[src/rtl/mux4to1_if.sv]
// ============================================================================
// Module      : mux4to1_if
// Description : Bundle of the four sources, select/enable and the result
//               outputs that connect a mux4to1 instance to its user.
// Revision    : 1.0 - initial release
// ============================================================================
`default_nettype none

interface mux4to1_if #(
    parameter int WIDTH = 1
);
    logic [WIDTH-1:0] a;
    logic [WIDTH-1:0] b;
    logic [WIDTH-1:0] c;
    logic [WIDTH-1:0] d;
    logic [1:0]       s;
    logic             en;
    logic [WIDTH-1:0] out;
    logic [WIDTH-1:0] out_q;
    logic [1:0]       sel_q;
    logic             chg;

    // The user drives the sources; the mux drives the results.
    modport master (
        output a, b, c, d, s, en,
        input  out, out_q, sel_q, chg
    );

    modport slave (
        input  a, b, c, d, s, en,
        output out, out_q, sel_q, chg
    );
endinterface : mux4to1_if

`default_nettype wire

[src/rtl/mux4to1.sv]
// ============================================================================
// Module      : mux4to1
// Description : 4:1 selector with a combinational output, plus a registered
//               copy of the selected value, the select, and a change pulse.
// Revision    : 1.0 - initial release
// ============================================================================
`default_nettype none

module mux4to1 #(
    parameter int WIDTH = 1
) (
    input  wire logic clk,
    input  wire logic rst_n,
    mux4to1_if.slave  bus
);

    logic [WIDTH-1:0] w_out;
    logic             w_chg_d;
    logic [WIDTH-1:0] r_out_q;
    logic [1:0]       r_sel_q;
    logic             r_chg_q;

    always_comb begin
        w_out = bus.a;
        case (bus.s)
            2'b00:   w_out = bus.a;
            2'b01:   w_out = bus.b;
            2'b10:   w_out = bus.c;
            default: w_out = bus.d;
        endcase
    end

    // A select-only change that captures the same data must not pulse chg.
    assign w_chg_d = (w_out != r_out_q);

    always_ff @(posedge clk) begin
        if (!rst_n) begin
            r_out_q <= '0;
            r_sel_q <= 2'b00;
            r_chg_q <= 1'b0;
        end else if (bus.en) begin
            r_out_q <= w_out;
            r_sel_q <= bus.s;
            r_chg_q <= w_chg_d;
        end else begin
            r_chg_q <= 1'b0;
        end
    end

    assign bus.out   = w_out;
    assign bus.out_q = r_out_q;
    assign bus.sel_q = r_sel_q;
    assign bus.chg   = r_chg_q;

endmodule : mux4to1

`default_nettype wire

[src/flat_wrapper.sv]
// flat-port wrapper written by rule: the top's interface ports become plain ports
module mux4to1_flat 
#(
    parameter int WIDTH = 1
)
  (clk, rst_n, bus_a, bus_b, bus_c, bus_d, bus_s, bus_en, bus_out, bus_out_q, bus_sel_q, bus_chg);
  mux4to1_if #(.WIDTH(WIDTH)) bus_i ();
  input  wire logic clk;
  input  wire logic rst_n;
  input wire logic [$bits(bus_i.a)-1:0] bus_a;
  input wire logic [$bits(bus_i.b)-1:0] bus_b;
  input wire logic [$bits(bus_i.c)-1:0] bus_c;
  input wire logic [$bits(bus_i.d)-1:0] bus_d;
  input wire logic [$bits(bus_i.s)-1:0] bus_s;
  input wire logic [$bits(bus_i.en)-1:0] bus_en;
  output wire logic [$bits(bus_i.out)-1:0] bus_out;
  output wire logic [$bits(bus_i.out_q)-1:0] bus_out_q;
  output wire logic [$bits(bus_i.sel_q)-1:0] bus_sel_q;
  output wire logic [$bits(bus_i.chg)-1:0] bus_chg;
  assign bus_i.a = bus_a;
  assign bus_i.b = bus_b;
  assign bus_i.c = bus_c;
  assign bus_i.d = bus_d;
  assign bus_i.s = bus_s;
  assign bus_i.en = bus_en;
  assign bus_out = bus_i.out;
  assign bus_out_q = bus_i.out_q;
  assign bus_sel_q = bus_i.sel_q;
  assign bus_chg = bus_i.chg;
  mux4to1 #(.WIDTH(WIDTH)) u_core (.clk(clk), .rst_n(rst_n), .bus(bus_i));
endmodule
[config.mk]
export PLATFORM = sky130hd
export DESIGN_NAME = mux4to1_flat
export DESIGN_NICKNAME = d
export VERILOG_FILES = /design/src/rtl/mux4to1_if.sv /design/src/rtl/mux4to1.sv /design/src/flat_wrapper.sv
export SDC_FILE = /design/constraint.sdc
export NUM_CORES = 1
export LEC_CHECK = 0
export CAP_MARGIN = 25
export CORE_AREA = 2 2 39 41
export DETAILED_ROUTE_END_ITERATION = 8
export DIE_AREA = 0 0 41 43
export GPL_ROUTABILITY_DRIVEN = 0
export SYNTH_ARGS = -nofsm -noshare
export SYNTH_HDL_FRONTEND = slang
export SYNTH_SLANG_ARGS = --single-unit
[constraint.sdc]
create_clock -name clk -period 1.04 [get_ports clk]
set_input_delay 0.156 -clock clk [delete_from_list [all_inputs] [get_ports clk]]
set_output_delay 0.156 -clock clk [all_outputs]
set_load 0.02 [all_outputs]
# == Word level (Yosys, flattened, before mapping) ==
# Index checks and enable logic that the tools add are counted.
# totals
reg_bits,4
in_bits,9
output_inout_bits,5
elab_cells,9
# op_classes
eq_ne,3
n_mux,1
reduce_logical,2
# op_table
operator,count
case mux 1 bit (3 select lines),1
"== test 2 x 1 -> 1 bit, second input constant",1
"== test 2 bit, second input constant",1
logical NOT 2 bit,1
AND reduction 2 bit,1
inequality test 1 bit,1

# == Longest topological paths before layout ==
# depth
depth_word,3
depth_mapped,3
mapped_depth_nobuf,3

# == Worst setup path after synthesis ==
# Ideal clock, no wire load.
# synth_path
path_type,input to register
start,in bus_s[0]
end,reg u_core.r_chg_q (netlist: u_core.bus.chg)
setup_ps,116
t_arrival_ps,1065
required_ps,924
slack_ps,-141
path_stages,3
n_path_buf,0
path_cell_list,mux4_2 > xor2_1 > and3_1
# synth_between
elab_chain_cells,3
word_cells_on_any_way,5
classes_between,3 x eq/ne; 1 x mux; 1 x reduce/logical
# synth_rtl
element,line_no,text
start: declaration,flat_wrapper.sv:14,input wire logic [$bits(bus_i.s)-1:0] bus_s;
"== test 2 bit, or another cell as far along",mux4to1.sv:25,case (bus.s)
case mux 1 bit (3 select lines) (*),mux4to1.sv:25,
inequality test 1 bit (*),mux4to1.sv:34,assign w_chg_d = (w_out != r_out_q);
end signal: assignment,mux4to1.sv:44,r_chg_q <= w_chg_d;
end: declaration,mux4to1.sv:21,logic r_chg_q;
# Every way passes the cells marked *; elsewhere a longest branch is shown, timed or not.
# A chain may end at the register's enable or synchronous reset.

# == Worst setup path after layout ==
# layout_path
start,in bus_s[0]
end,out bus_out
# layout_between
elab_chain_cells,2
word_cells_on_any_way,4
classes_between,2 x eq/ne; 1 x mux; 1 x reduce/logical
# layout_rtl
element,line_no,text
"== test 2 bit, or another cell as far along",mux4to1.sv:25,
case mux 1 bit (3 select lines) (*),mux4to1.sv:25,
end: declaration,flat_wrapper.sv:16,output wire logic [$bits(bus_i.out)-1:0] bus_out;
# Marked as above.

==> impl_metrics.env <==
export IMPL_cp_start_kind="input pin"
export IMPL_max_slew_worst_pin_slew_ps=197.4
export IMPL_clock_sinks=4
export IMPL_rsz0062_at_grt="yes"
export IMPL_leakagePower_nw=0.1641
export IMPL_postSynthCellCount=13
export IMPL_antenna_cells=0
export IMPL_placed_area_um2=324.1
export IMPL_period_needed_ps=1065
export IMPL_dr_first_iter_drc_count=2
export IMPL_synth_area_um2=166.4
export IMPL_synth_top_cell_by_area="dfxtp_1"
export IMPL_failed_checks="setup timing"
export IMPL_synth_area_leaders="dfxtp_1, mux2i_1, mux4_2, nor2b_1, xor2_1"
export IMPL_h_tree_depth=1
export IMPL_hold_class="in -> reg"
export IMPL_drive_gt1_share_pct=50.00
export IMPL_syn_num_nets=22
export IMPL_dpl_worst_slack_ps=-896.6
export IMPL_detail_route_first_pass_iterations=2
export IMPL_path_clk_slew_ps=40
export IMPL_r2r_slack_ps=220
export IMPL_worst_ir_drop_vdd_mv=0.3755
export IMPL_cp_slowest_stage_delay_ps=520
export IMPL_fin_crit_sh_pct=102.4
export IMPL_track_usage_pct=7.251
export IMPL_reg2reg_to="u_core.bus.chg$_SDFF_PN0_"
export IMPL_area_delta_synth_final_pct=106.8
export IMPL_status="complete, but fails checks"
export IMPL_via_per_inst=3.771
export IMPL_crit_start="bus_s[0]"
export IMPL_root_buffer="clkbuf_4"
export IMPL_num_rows=14
export IMPL_port_buffers=13
export IMPL_ios=14
export IMPL_holdWs_ps=274.1
export IMPL_synth_seq_cells=4
export IMPL_setup_violations=1
export IMPL_synth_distinct_cells=6
export IMPL_cp_slowest_cell="mux4_2"
export IMPL_finClkSkew_ps=7.113
export IMPL_tritoncts="built"
export IMPL_dpl_cell_count=43
export IMPL_start_util_pct=12.03
export IMPL_cts_buffers=3
export IMPL_worstPathRequired_ps=880
export IMPL_die_h_um=43
export IMPL_crit_path_end_kind="output port"
export IMPL_die_area_um2=1763
export IMPL_ys_top_cells_by_count="dfxtp_1, mux2i_1, nor2b_1"
export IMPL_first_global_vias=180
export IMPL_clk_path_buf_depth=2
export IMPL_synth_top_area_share_pct=48.12
export IMPL_final_cells=48
export IMPL_vias=181
export IMPL_fmax_mhz=938.6
export IMPL_drv_cap=0
export IMPL_grt_max_degree=5
export IMPL_die_w_um=41
export IMPL_worst_r2r_startpoint="u_core.bus.out_q$_SDFFE_PN0P_"
export IMPL_grt_pass1_wl_um=738
export IMPL_crit_chain="buf_6 -> mux4_2 -> buf_6"
export IMPL_clock_latency_ps=230
export IMPL_finalWorstSetupSlack_ps=-25.40
export IMPL_grt_antenna_before_repair=0
export IMPL_synthFlopType="dfxtp_1"
export IMPL_wl_per_cell_um=9.396
export IMPL_r2r_worst_path_cells=3
export IMPL_p_per_area_nw_per_um2=1386
export IMPL_drv_slew=0
export IMPL_crit_type="in -> out"
export IMPL_cp_arrival_ps=910
export IMPL_final_area_um2=344.1
export IMPL_finalHoldViolCount=0
export IMPL_drc=0
export IMPL_worst_path_max_fanout=2
export IMPL_crit_top_cell="buf_6"
export IMPL_relSlewSlack_pct=86.80
export IMPL_yosysWarnings=0
export IMPL_holdPathStages=4
export IMPL_core_area_um2=1384
export IMPL_yosysSeqAreaShare_pct=48.12
export IMPL_synth_most_common_cell="dfxtp_1"
export IMPL_endpoint="bus_out"
export IMPL_synthArstFlopShare_pct=0
export IMPL_ant_nets=0
export IMPL_routed_wl_um=451
export IMPL_fin_nets=43
export IMPL_syn_avg_cell_area_um2=12.80
export IMPL_gr_total_overflow=0
export IMPL_synth_edff_count=0
==> cells by family (layout without fill, tap and decap cells) <==
group | count (synthesis) | count (layout) | share of synthesized area (%)
mux | 4 | 4 | 31.58
xor+xnor | 1 | 1 | 5.264
flops | 4 | 4 | 48.12
simple gates | 4 | 4 | 15.04
buf+inv | 0 | 19 | 0
==> worst max-delay path: cells and delay by family <==
family	cells	cell delay, ps
muxes	1	520
buffers and inverters	2	230
==> worst min path at each step <==
stage                                      from                          endpoint  slack, ps
6_report                               bus_s[0]  u_core.bus.sel_q[0]$_SDFFE_PN0P_        270
2_1_floorplan                             rst_n     u_core.bus.out_q$_SDFFE_PN0P_        280
3_5_place_dp   u_core.bus.sel_q[1]$_SDFFE_PN0P_  u_core.bus.sel_q[1]$_SDFFE_PN0P_        530
3_3_place_gp   u_core.bus.sel_q[1]$_SDFFE_PN0P_  u_core.bus.sel_q[1]$_SDFFE_PN0P_        510
5_1_grt                                bus_s[0]  u_core.bus.sel_q[0]$_SDFFE_PN0P_        300
4_1_cts                                bus_s[0]  u_core.bus.sel_q[0]$_SDFFE_PN0P_        190
==> per-stage QoR <==
stage / setup TNS (ps) / power, mW / utilization [%]
6_report: -25.40 / 0.4769 / 24.86
5_1_grt: -36.59 / 0.5175 / 24.86
4_1_cts: -24.14 / 0.4851 / 24.50
3_5_place_dp: -2250 / 0.2882 / 23.42
3_3_place_gp: -2239 / 0.2883 / 23.42
2_1_floorplan: -140.7 / 0.2175 / -
==> flip-flops by register name, indices dropped and copies added (netlist names) <==
name,flops
u_core.bus.sel_q,2
u_core.bus.chg,1
u_core.bus.out_q,1
==> cell type report <==
type,instances,area [µm²]
Tap cell,16,20.02
Timing Repair Buffer,16,135.1
Clock buffer,3,22.52
Multi-Input combinational cell,9,86.33
Fill cell,146,1040
Sequential cell,4,80.08
==> what timing repair did <==
action / in CTS / in global routing
hold buffers: 0 / 0
pin swaps: 1 / 0
buffers inserted: 1 / 1
resized for setup: 33 / 4
endpoints found under the setup margin: 7 / 4
==> layout by cell type (no fill, tap or decap) <==
cell             synthesis  routed
buf_6                    0       4
mux4_2                   1       1
and3_1                   1       1
clkdlybuf4s50_1          0       2
nor2b_1                  3       3
dfxtp_1                  4       4
clkbuf_2                 0       2
clkdlybuf4s15_1          0       1
dlygate4sd2_1            0       1
xor2_1                   1       1
mux2i_1                  3       3
buf_4                    0       2
buf_2                    0       3
clkdlybuf4s15_2          0       1
clkbuf_4                 0       3
==> routing by layer <==
metal,vias up,track usage (%),part of all wire (%)
met1,81,8.117,44
met4,0,8.000,0
li1,86,-,-
met2,14,7.813,34
met3,0,5.236,22
met5,-,0,0
==> power breakdown <==
group          switching (mW)  internal [mW]  total [mW]
Combinational          0.0471         0.0682       0.115
Sequential            0.00469          0.165       0.169
Clock                  0.0631          0.129       0.192
No activity file was read; power rests on OpenSTA's default activity.
